File: config.mk
export PLATFORM = sky130hd
export DESIGN_NAME = mem_dump_ctrl
export DESIGN_NICKNAME = d
export VERILOG_FILES = /design/src/rtl/mem_dump_ctrl.sv
export SDC_FILE = /design/constraint.sdc
export NUM_CORES = 1
export LEC_CHECK = 0
export CAP_MARGIN = 20
export CORE_ASPECT_RATIO = 0.75
export CORE_MARGIN = 1
export CORE_UTILIZATION = 40
export DETAILED_ROUTE_END_ITERATION = 10
export MAX_ROUTING_LAYER = met4
export PLACE_DENSITY = 0.87
export SYNTH_ARGS = -nofsm -noshare
export SYNTH_HDL_FRONTEND = slang
export SYNTH_SLANG_ARGS = --single-unit
File: constraint.sdc
create_clock -name i_clk -period 4.42 [get_ports i_clk]
set_clock_uncertainty 0.2 [all_clocks]
set_input_delay 0.884 -clock i_clk [delete_from_list [all_inputs] [get_ports i_clk]]
set_output_delay 0.884 -clock i_clk [all_outputs]
set_load 0.02 [all_outputs]
File: src/rtl/mem_dump_ctrl.sv
`default_nettype none
// ============================================================================
// Module   : mem_dump_ctrl
// Purpose  : MEM-stage pass-through to data memory; on debug request, dumps all
//            memory words byte-wise (MSB first) to the UART over valid/ready.
//            Define MEM_DUMP_CHECKSUM_EN to append an XOR checksum byte.
// Revision : 1.0
// ============================================================================
module mem_dump_ctrl #(
   parameter int NB_DATA    = 32,
   parameter int NB_ADDRESS = 6,
   parameter int NB_BYTE    = 8
) (
   input  logic                  i_clk,
   input  logic                  i_rst_n,
   input  logic                  i_dump_start,
   input  logic                  i_cpu_halted,
   input  logic [NB_ADDRESS-1:0] i_cpu_r_addr,
   input  logic                  i_cpu_r_en,
   input  logic [1:0]            i_cpu_r_addressing,
   input  logic [NB_ADDRESS-1:0] i_cpu_w_addr,
   input  logic [NB_DATA-1:0]    i_cpu_w_data,
   input  logic                  i_cpu_w_en,
   input  logic [1:0]            i_cpu_w_addressing,
   output logic [NB_DATA-1:0]    o_cpu_r_data,
   output logic [NB_ADDRESS-1:0] o_mem_r_addr,
   output logic                  o_mem_r_en,
   output logic [1:0]            o_mem_r_addressing,
   output logic [NB_ADDRESS-1:0] o_mem_w_addr,
   output logic [NB_DATA-1:0]    o_mem_w_data,
   output logic                  o_mem_w_en,
   output logic [1:0]            o_mem_w_addressing,
   input  logic [NB_DATA-1:0]    i_mem_r_data,
   output logic [NB_BYTE-1:0]    o_tx_data,
   output logic                  o_tx_valid,
   input  logic                  i_tx_ready,
   output logic                  o_busy,
   output logic                  o_done
);

   localparam int c_BYTES_PER_WORD = NB_DATA / NB_BYTE;
   localparam int c_NB_WORD_LSB    = $clog2(c_BYTES_PER_WORD);
   localparam int c_NB_COUNT       = NB_ADDRESS - c_NB_WORD_LSB;
   localparam int c_NB_IDX         = (c_BYTES_PER_WORD > 1) ? $clog2(c_BYTES_PER_WORD) : 1;

   localparam logic [c_NB_COUNT-1:0] c_LAST_WORD = '1;
   localparam logic [c_NB_IDX-1:0]   c_LAST_BYTE = c_NB_IDX'(c_BYTES_PER_WORD - 1);

   typedef enum logic [2:0] {
      ST_IDLE      = 3'd0,
      ST_READ      = 3'd1,
      ST_WAIT      = 3'd2,
      ST_SEND      = 3'd3,
      ST_DONE      = 3'd4
`ifdef MEM_DUMP_CHECKSUM_EN
      ,
      ST_SEND_CSUM = 3'd5
`endif
   } state_t;

   state_t                  r_state;
   state_t                  w_state_next;
   logic [c_NB_COUNT-1:0]   r_word_cnt;
   logic [NB_DATA-1:0]      r_shift;
   logic [c_NB_IDX-1:0]     r_byte_idx;
   logic [NB_BYTE-1:0]      r_tx_data;
   logic                    r_tx_valid;
   logic                    r_busy;
   logic                    r_done;
`ifdef MEM_DUMP_CHECKSUM_EN
   logic [NB_BYTE-1:0]      r_csum;
`endif

   logic w_accept;
   logic w_xfer;
   logic w_last_byte;
   logic w_last_word;

   assign w_accept    = i_dump_start && i_cpu_halted;
   assign w_xfer      = r_tx_valid && i_tx_ready;
   assign w_last_byte = (r_byte_idx == c_LAST_BYTE);
   assign w_last_word = (r_word_cnt == c_LAST_WORD);

   always_ff @(posedge i_clk or negedge i_rst_n) begin
      if (!i_rst_n) begin
         r_state <= ST_IDLE;
      end else begin
         r_state <= w_state_next;
      end
   end

   always_comb begin
      w_state_next       = r_state;
      o_mem_r_addr       = i_cpu_r_addr;
      o_mem_r_en         = i_cpu_r_en;
      o_mem_r_addressing = i_cpu_r_addressing;
      o_mem_w_addr       = i_cpu_w_addr;
      o_mem_w_data       = i_cpu_w_data;
      o_mem_w_en         = i_cpu_w_en;
      o_mem_w_addressing = i_cpu_w_addressing;
      o_cpu_r_data       = i_mem_r_data;

      case (r_state)
         ST_IDLE: begin
            if (w_accept) begin
               w_state_next = ST_READ;
            end
         end
         ST_READ: w_state_next = ST_WAIT;
         ST_WAIT: w_state_next = ST_SEND;
         ST_SEND: begin
            if (w_xfer && w_last_byte) begin
               if (w_last_word) begin
`ifdef MEM_DUMP_CHECKSUM_EN
                  w_state_next = ST_SEND_CSUM;
`else
                  w_state_next = ST_DONE;
`endif
               end else begin
                  w_state_next = ST_READ;
               end
            end
         end
`ifdef MEM_DUMP_CHECKSUM_EN
         ST_SEND_CSUM: begin
            if (w_xfer) begin
               w_state_next = ST_DONE;
            end
         end
`endif
         ST_DONE: w_state_next = ST_IDLE;
         default: w_state_next = ST_IDLE;
      endcase

      // Dump owns the memory: CPU requests are dropped, only word reads issued.
      if (r_state != ST_IDLE) begin
         o_mem_r_addr       = {r_word_cnt, {c_NB_WORD_LSB{1'b0}}};
         o_mem_r_en         = (r_state == ST_READ);
         o_mem_r_addressing = 2'b00;
         o_mem_w_addr       = '0;
         o_mem_w_data       = '0;
         o_mem_w_en         = 1'b0;
         o_mem_w_addressing = 2'b00;
         o_cpu_r_data       = '0;
      end
   end

   always_ff @(posedge i_clk or negedge i_rst_n) begin
      if (!i_rst_n) begin
         r_word_cnt <= '0;
         r_shift    <= '0;
         r_byte_idx <= '0;
         r_tx_data  <= '0;
         r_tx_valid <= 1'b0;
         r_busy     <= 1'b0;
         r_done     <= 1'b0;
`ifdef MEM_DUMP_CHECKSUM_EN
         r_csum     <= '0;
`endif
      end else begin
         r_done <= (w_state_next == ST_DONE);
         case (r_state)
            ST_IDLE: begin
               if (w_accept) begin
                  r_busy     <= 1'b1;
                  r_word_cnt <= '0;
`ifdef MEM_DUMP_CHECKSUM_EN
                  r_csum     <= '0;
`endif
               end
            end
            ST_WAIT: begin
               r_shift    <= i_mem_r_data;
               r_byte_idx <= '0;
               r_tx_data  <= i_mem_r_data[NB_DATA-1 -: NB_BYTE];
               r_tx_valid <= 1'b1;
            end
            ST_SEND: begin
               if (w_xfer) begin
`ifdef MEM_DUMP_CHECKSUM_EN
                  r_csum <= r_csum ^ r_tx_data;
`endif
                  if (w_last_byte) begin
                     r_tx_valid <= 1'b0;
                     if (!w_last_word) begin
                        r_word_cnt <= r_word_cnt + 1'b1;
                     end
`ifdef MEM_DUMP_CHECKSUM_EN
                     else begin
                        // Checksum must include the byte being accepted now.
                        r_tx_valid <= 1'b1;
                        r_tx_data  <= r_csum ^ r_tx_data;
                     end
`endif
                  end else begin
                     r_byte_idx <= r_byte_idx + 1'b1;
                     r_shift    <= r_shift << NB_BYTE;
                     r_tx_data  <= r_shift[NB_DATA-NB_BYTE-1 -: NB_BYTE];
                  end
               end
            end
`ifdef MEM_DUMP_CHECKSUM_EN
            ST_SEND_CSUM: begin
               if (w_xfer) begin
                  r_tx_valid <= 1'b0;
               end
            end
`endif
            ST_DONE: begin
               r_busy     <= 1'b0;
               r_word_cnt <= '0;
            end
            default: ;
         endcase
      end
   end

   assign o_tx_data  = r_tx_data;
   assign o_tx_valid = r_tx_valid;
   assign o_busy     = r_busy;
   assign o_done     = r_done;

endmodule
`default_nettype wire

---- Word-level counts from Yosys, hierarchy flattened ----
Index checks and enable logic that the tools add are counted.
word-level totals
  memories kept ........................... 0
  output and inout port bits .............. 93
  RAM bits ................................ 0
  word-level logic and storage cells ...... 65
  input port bits ......................... 87
  ROM bits ................................ 0
  flip-flop bits (word level) ............. 44
  latch bits .............................. 0
operators by class
  shift-type cells ........................ 0
  multiplexer cells ....................... 31
  div/mod/pow operators ................... 0
  bitwise logic cells ..................... 0
  $lt $le $gt $ge ......................... 0
  equal/unequal tests ..................... 12
  add/sub/neg operators ................... 2
  $mul .................................... 0
  reduce and logical (&&, ||, !) cells .... 12
operators by type and width
  kind                                            number
  two-way mux 32 bit                              2
  two-way mux 24 bit                              2
  one-hot mux 24 bit (2 select lines)             1
  two-way mux 4 bit                               4
  two-way mux 8 bit                               2
  one-hot mux 8 bit (2 select lines)              1
  two-way mux 6 bit                               2
  one-hot mux 3 bit (4 select lines)              1
  one-hot mux 4 bit (3 select lines)              1
  != test 2 bit (second input constant)           5
  two-way mux 3 bit                               3
  two-way mux 2 bit                               4
  == test 3 x 2 -> 1 bit (second input constant)  2
  == test 3 bit (second input constant)           2
  AND reduction 3 bit                             2
  nonzero test 3 bit                              2
  two-way mux 1 bit                               5
  AND reduction 5 bit                             1
  adder 4 x 1 -> 4 bit (second input constant)    1
  == test 4 bit (second input constant)           1
  one-hot mux 1 bit (2 select lines)              2
  one-hot mux 2 bit (2 select lines)              1
  nonzero test 2 bit                              2
  == test 3 x 1 -> 1 bit (second input constant)  1
  other kinds (5)                                 7

---- Longest topological paths before layout ----
Gate-level depths: netlist of the first run.
  depth after elaboration ................. 5
  depth in mapped cells ................... 6

---- Worst setup path after synthesis of the first run ----
No wires, ideal clock.
  path type ............................... flip-flop to output port
  start ................................... register r_state[0]
  end ..................................... output o_cpu_r_data[0]
  path buffers ............................ 3
  path slack .............................. 1.906 ns
  cell stages (with the launch flop) ...... 6
  arrival ................................. 1.430 ns
  cells stage by stage .................... dfrtp_1 buf_2 nor3_1 buf_2 clkbuf_1 and2_1
between the ends
  cells in the longest elaborated chain, start to end .. 2
RTL lines
  item                    line  RTL
  start, declared         61    state_t r_state;
  start signal, assigned  88    r_state <= w_state_next;
  nonzero test 3 bit      136   if (r_state != ST_IDLE) begin
  two-way mux 32 bit      136
  end, declared           25    output logic [NB_DATA-1:0] o_cpu_r_data,
No other way between the ends.

---- Final worst setup path of the first run ----
  start ................................... register r_state[0]
  end ..................................... output o_mem_r_addr[4]
between the ends
  cells in the longest elaborated chain, start to end .. 2
RTL lines
  item                line  RTL
  nonzero test 3 bit  136
  two-way mux 6 bit   136
  end, declared       26    output logic [NB_ADDRESS-1:0] o_mem_r_addr,
No other way between the ends.

==> flow_summary_export.csv, run 1 <==
group,metric,value,unit
clocking,cts.clk_slew.worst_paths,0.08,ns
drt,drt_first_pass_iters,4,
synthesis,post_synthesis_register_bit_count,44,
finish,post-route-util,0.700,
finish,antenna-diode-count,0,
drt,drt_iter0_markers,71,
finish,nets_final,526,
hold_path,timing.hold.worst.class,"in -> async",
synthesis,synth_top_cell_by_area,"dfrtp_1",
synthesis,synth_top_area_share,0.386,
synthesis,syn_nets,353,
floorplan,die_h,75.1,um
clocking,tritoncts_num_sinks,44,
critical_path,timing.critical_path.arrival,2.35,ns
drt,drt-vias-per-instance,4.78,
finish,layout_commonest_cell,"clkdlybuf4s50_1",
synthesis,netlist_area,2850,sq um
floorplan,die_width,99.5,um
power,clkPwrFrac,0.168,
timing,unrepaired_setup_endpoints_after_global_routing,"false",
critical_path,cp-start-kind,"register",
timing,max_clock_freq,0.291,GHz
clocking,htree_levels,2,
grt,grt_pass1_wl,12400,um
synthesis,synth.yosys.seq_area_share,0.386,
grt,track_usage,0.223,
synthesis,synth-warning-count,0,
power,combPwrFrac,0.438,
clocking,post-cts-setup-buffer-count,0,
clocking,cts_inserted_buffers,5,
synthesis,mean_syn_cell_area,10.8,sq um
clocking,cts_repair_resize_count,0,
clocking,clock_tree_from_tritoncts,"yes",
floorplan,start_util,0.415,
floorplan,core_region_area,6860,sq um
placed_design,place.port_buffers,179,
clocking,clock_insertion_delay_at_the_later_pin_of_the_skew_report,0.30,ns
clocking,hold_buffers,0,
clocking,clock_tree_root,"clkbuf_8",
floorplan,num_io_pins,180,
critical_path,nature_of_the_critical_path_endpoint,"output pin",
flow_run,max_cap_viol_count,0,
status,run_status,"finished clean",
power,leakage,2.08,nW
timing,tightestPinTransition,1.05,ns
timing,final_clock_period_utilization_by_the_worst_path,0.777,
placed_design,gp_routability_congestion,0.824,
synthesis,yosys-top-cells-area,"dfrtp_1 39%, mux2_4 18%, and2_1 17%",
critical_path,start_of_the_worst_register_to_register_path,"r_state[0]",
placed_design,dpl_wire_length,6260,um
clocking,cts-root-to-sink-buffers,2,
timing,fin_worst_hold_slack,0.194,ns
drt,via_count,2561,
grt,first_global_vias,2583,
power,p_switching,0.000501,W
critical_path,critical_path.max_fanout,45,
critical_path,worst_ep_required_time,3.34,ns
power,seq_power_share,0.394,
power,ir_worst_vdd,0.177,mV
drt,routed_wire_length,7970,um
drt,wl_per_cell,14.9,um
floorplan,placement_rows,26,
power,switching_share,0.314,
finish,layout.cells.most_common_list,"178 x clkdlybuf4s50_1, 77 x and2_1, 44 x dfrtp_1",
timing,final_critical_path_time_including_i_o_delays_and_setup,3.44,ns
floorplan,floorplan.die_area,7470,sq um
finish,post_route_non_filler_standard_cell_count,536,
finish,share_of_final_layout_standard_cells_stronger_than_drive_strength_1,0.153,
finish,area_growth_from_synthesis_to_final_layout,68.5,%
drt,drcViolationCount,0,
synthesis,netlist_instances,264,
timing,slew_headroom,0.302,
grt,grt_antenna_before_repair,0,
critical_path,worst_setup_path_startpoint,"r_state[0]",
grt,grt_max_degree,46,
placed_design,dp.cells,527,
grt,gr-total-overflow,0,
critical_path,path_class,"reg -> out",
power,p_total,0.00159,W
timing,final_hold_violation_count,0,
finish,filler_cell_count,500,
timing,count_of_endpoints_failing_setup_in_the_final_report,0,
drt,ant_nets,0,
timing,fin_tns_setup,0,ns
power,p_per_area,332,nW/um^2
synthesis,ys_types,36,
power,intPower,0.00109,W
timing,total_count_of_max_transition_violations_in_the_final_report,0,
[worst max-delay path: stages (launching register included)]
cell and delay, ns:
dfrtp_1 0.54, nor3_2 0.24, buf_4 0.34, mux2_2 0.38, clkdlybuf4s50_1 0.54
[cell usage after synthesis (all sizes together)]
cell and number:
nor3b 1, nand3b 2, o22ai 2, o32ai 1, xor2 1, a2bb2oi 1, dfrtp 44, or4 2
a21o 1, and2 77, nand3 5, o211ai 3, nor3 7, nor2 12, and3b 1, inv 5
a31oi 1, nand2 4, a21oi 5, o21bai 1, o21ai 5, and3 1, o2bb2ai 1, or2 1
buf 10, nand4 2, mux2 49, clkbuf 8, nand2b 1, ha 2, mux2i 8
[power groups by stage]
| stage | clock (W) | sequential (W) | combinational, W |
|---|---|---|---|
| finish | 0.000268 | 0.000628 | 0.000697 |
| global route | 0.000293 | 0.000646 | 0.000750 |
| CTS | 0.000274 | 0.000627 | 0.000700 |
| detailed placement | 0 | 0.000635 | 0.000696 |
| global placement | 0 | 0.000625 | 0.000674 |
| floorplan | 0 | 0.000631 | 0.000449 |
[routing by layer]
layer | vias up | share of wire | global-route usage
met4 | 0 | 0.0083 | 0.0588
met3 | 7 | 0.050 | 0.0399
met2 | 95 | 0.48 | 0.366
met5 | - | 0 | -
li1 | 1244 | - | -
met1 | 1215 | 0.46 | 0.288
[registers in the layout, indices dropped and copies added (netlist names)]
| name | cells |
|---|---|
| o_done | 1 |
| r_byte_idx | 2 |
| r_word_cnt | 4 |
| o_tx_valid | 1 |
| o_busy | 1 |
| r_shift | 24 |
| r_state | 3 |
| o_tx_data | 8 |
[cell families after synthesis]
group,after synthesis,synth area share
AOI/OAI and AO/OA,21,0.0505
xor gates and xnor gates,1,0.00307
adders and majority gates,2,0.00878
buffers and inverters,23,0.0465
DFF,44,0.386
muxes,57,0.266
and+or+nand+nor,116,0.238
[per-stage QoR]
stage / setup WS [ns] / cell area [sq um]
2_1_floorplan: 1.91 / 2850
3_3_place_gp: 1.20 / 4690
3_5_place_dp: 1.15 / 4690
4_1_cts: 0.982 / 4780
5_1_grt: 0.837 / 4800
6_report: 0.983 / 4800
[final timing paths]
path | slack [ns] | to | cells past startpoint
hold reg to reg | 0.31 | r_shift[11] | 1
min in group i_clk | 0.31 | r_shift[11] | 1
max in group asynchronous | 3.38 | r_shift[15] | 2
hold / removal | 0.19 | o_tx_data[5] | 1
setup / recovery | 0.98 | o_mem_r_addr[4] | 4
setup reg to reg | 1.62 | o_tx_data[1] | 4
[final cells by class]
class	instances	area, sq um	share of cell area
Inverter	5	18.8	0.00391
Timing Repair Buffer	184	1840	0.382
Clock buffer	6	82.6	0.0172
Clock inverter	2	13.8	0.00287
Tap cell	98	123	0.0255
Multi-Input combinational cell	197	1630	0.339
Sequential cell	44	1100	0.229
Note: power is estimated with default switching activity, not from simulation.
==> run 2: changes to the inputs <==
CORE_UTILIZATION = 37   (was 40)
PLACE_DENSITY = 0.81   (was 0.87)
clock period = 3.6 ns   (was 4.42 ns; I/O delays follow)
==> run 2 against run 1 <==
First-iteration DRC count decreased by 13%; hold slack got worse by 0.11 ns; die area increased by 7.9%; sequential power increased by 22%; flip-flop and latch count unchanged; critical path depth unchanged; routed wire length decreased by 2.7%; clock power increased by 7.8%; global-route usage decreased by 2.4 points; final cell count increased by 0.19%; core utilization decreased by 5.2 points; design area decreased by 0.18%; highest routed layer unchanged.
==> flow_summary_export.csv, run 2 (synthesis gave the netlist of run 1 again) <==
group,metric,value,unit
critical_path,critical_path.max_fanout,55,
power,combPwrFrac,0.444,
grt,first_global_vias,2509,
placed_design,dpl_wire_length,5990,um
power,p_per_area,397,nW/um^2
placed_design,gp_routability_congestion,0.817,
grt,grt_antenna_before_repair,0,
finish,post_route_non_filler_standard_cell_count,537,
placed_design,dp.cells,529,
grt,grt_max_degree,56,
critical_path,worst_ep_required_time,2.68,ns
timing,final_critical_path_time_including_i_o_delays_and_setup,3.22,ns
drt,drt_iter0_markers,62,
clocking,clock_insertion_delay_at_the_later_pin_of_the_skew_report,0.29,ns
power,leakage,2.07,nW
power,clkPwrFrac,0.152,
floorplan,die_width,103,um
drt,wl_per_cell,14.4,um
timing,final_hold_violation_count,0,
drt,drcViolationCount,0,
placed_design,detailedPlace.worstSlack,0.686,ns
power,intPower,0.00131,W
finish,layout_commonest_cell,"clkdlybuf4s50_1",
timing,tightestPinTransition,0.972,ns
drt,detailroute.wirelength.met3,406,um
timing,unrepaired_setup_endpoints_after_global_routing,"false",
clocking,hold_buffers,0,
grt,grt_pass1_wl,12200,um
drt,drt-vias-per-instance,4.67,
placed_design,place.port_buffers,179,
drt,highest-signal-layer,"met4",
floorplan,die_h,78.0,um
hold_path,timing.hold.worst.class,"in -> async",
timing,slew_headroom,0.349,
clocking,cts_repair_resize_count,0,
timing,worst_setup_margin,0.380,ns
grt,gr-total-overflow,0,
clocking,cts_inserted_buffers,5,
clocking,clock_tree_root,"clkbuf_8",
critical_path,path_class,"reg -> out",
clocking,clock_tree_from_tritoncts,"yes",
timing,count_of_endpoints_failing_setup_in_the_final_report,0,
finish,flip_flop_count_of_the_largest_register_all_copies_and_words_added,24,
floorplan,num_io_pins,180,
finish,area_growth_from_synthesis_to_final_layout,68.2,%
critical_path,cp-start-kind,"register",
timing,fin_worst_hold_slack,0.0837,ns
clocking,tritoncts_num_sinks,44,
floorplan,placement_rows,27,
timing,fin_tns_setup,0,ns
clocking,cts-root-to-sink-buffers,2,
finish,multi_input_comb_area,1630,sq um
timing,total_count_of_max_transition_violations_in_the_final_report,0,
drt,ant_nets,0,
power,ir_worst_vdd,0.198,mV
drt,drt_first_pass_iters,4,
finish,ff_latch_area,1100,sq um
clocking,post-cts-setup-buffer-count,0,
clocking,cts.clk_slew.worst_paths,0.08,ns
grt,track_usage,0.199,
power,p_switching,0.000590,W
finish,share_of_final_layout_standard_cells_stronger_than_drive_strength_1,0.149,
floorplan,floorplan.die_area,8060,sq um
critical_path,nature_of_the_critical_path_endpoint,"output pin",
finish,filler_cell_count,601,
floorplan,core_region_area,7400,sq um
status,run_status,"finished clean",
timing,max_clock_freq,0.311,GHz
clocking,htree_levels,2,
finish,layout.cells.most_common_list,"178 x clkdlybuf4s50_1, 77 x and2_1, 44 x dfrtp_1",
timing,final_clock_period_utilization_by_the_worst_path,0.894,
finish,antenna-diode-count,0,
drt,routed_wire_length,7760,um
finish,post-route-util,0.648,
finish,max_flop_register,"r_shift",
power,switching_share,0.310,
floorplan,start_util,0.385,
finish,nets_final,525,
critical_path,timing.critical_path.arrival,2.30,ns
power,seq_power_share,0.404,
drt,via_count,2506,
flow_run,max_cap_viol_count,0,
drt,detailroute.wirelength.met2,3570,um
drt,met1Wirelength,3750,um
[run 2: cell count changes in the layout (fill, tap and decap cells not counted)]
cell / delta
buf_4: -2
and3b_1: -1
and3b_2: +1
buf_12: +1
clkbuf_1: +1
clkbuf_8: -1
inv_6: -1
[run 2: cell type report]
cell class,instances,share of cell area
clock buffers,6,0.0151
clock inverters,1,0.00104
inverters,5,0.00392
multi-input cells,197,0.340
flip-flops and latches,44,0.230
well taps,101,0.0264
repair buffers,183,0.384
[run 2: worst max-delay path, stage by stage, from the launching register on]
cell and delay [ns]:
dfrtp_1 0.54, nor3_2 0.33, buf_12 0.24, mux2_2 0.35
clkdlybuf4s50_1 0.54
[run 2: path summary, 6_finish.rpt]
kind,start,endpoint,slack [ns],depth (start not counted)
max in group asynchronous,i_rst_n,r_shift[10],2.65,2
min in group i_clk,r_shift[23],r_shift[23],0.31,1
worst min register to register,r_shift[23],r_shift[23],0.31,1
worst max-delay path,r_state[0],o_mem_r_addr[4],0.38,4
worst max register to register,r_state[0],r_shift[11],1.15,3
worst min-delay path,i_rst_n,r_word_cnt[0],0.08,1
[run 2: metal layers]
| layer | vias up | global-route usage |
|---|---|---|
| li1 | 1237 | - |
| met1 | 1166 | 0.277 |
| met2 | 98 | 0.307 |
| met3 | 5 | 0.0392 |
| met4 | 0 | 0.0268 |
| met5 | - | - |
[run 2: power groups by stage]
stage / clock, W / combinational [W] / sequential (W)
floorplan: 0 / 0.000551 / 0.000775
global placement: 0 / 0.000830 / 0.000766
detailed placement: 0 / 0.000849 / 0.000777
CTS: 0.000302 / 0.000853 / 0.000768
global route: 0.000323 / 0.000911 / 0.000789
finish: 0.000289 / 0.000845 / 0.000768
[run 2: stage by stage]
stage,power [W],instance area (sq um)
after global placement,0.00160,4700
after floorplan,0.00133,2850
after global routing,0.00202,4790
final,0.00190,4790
after detailed placement,0.00163,4700
after CTS,0.00192,4770
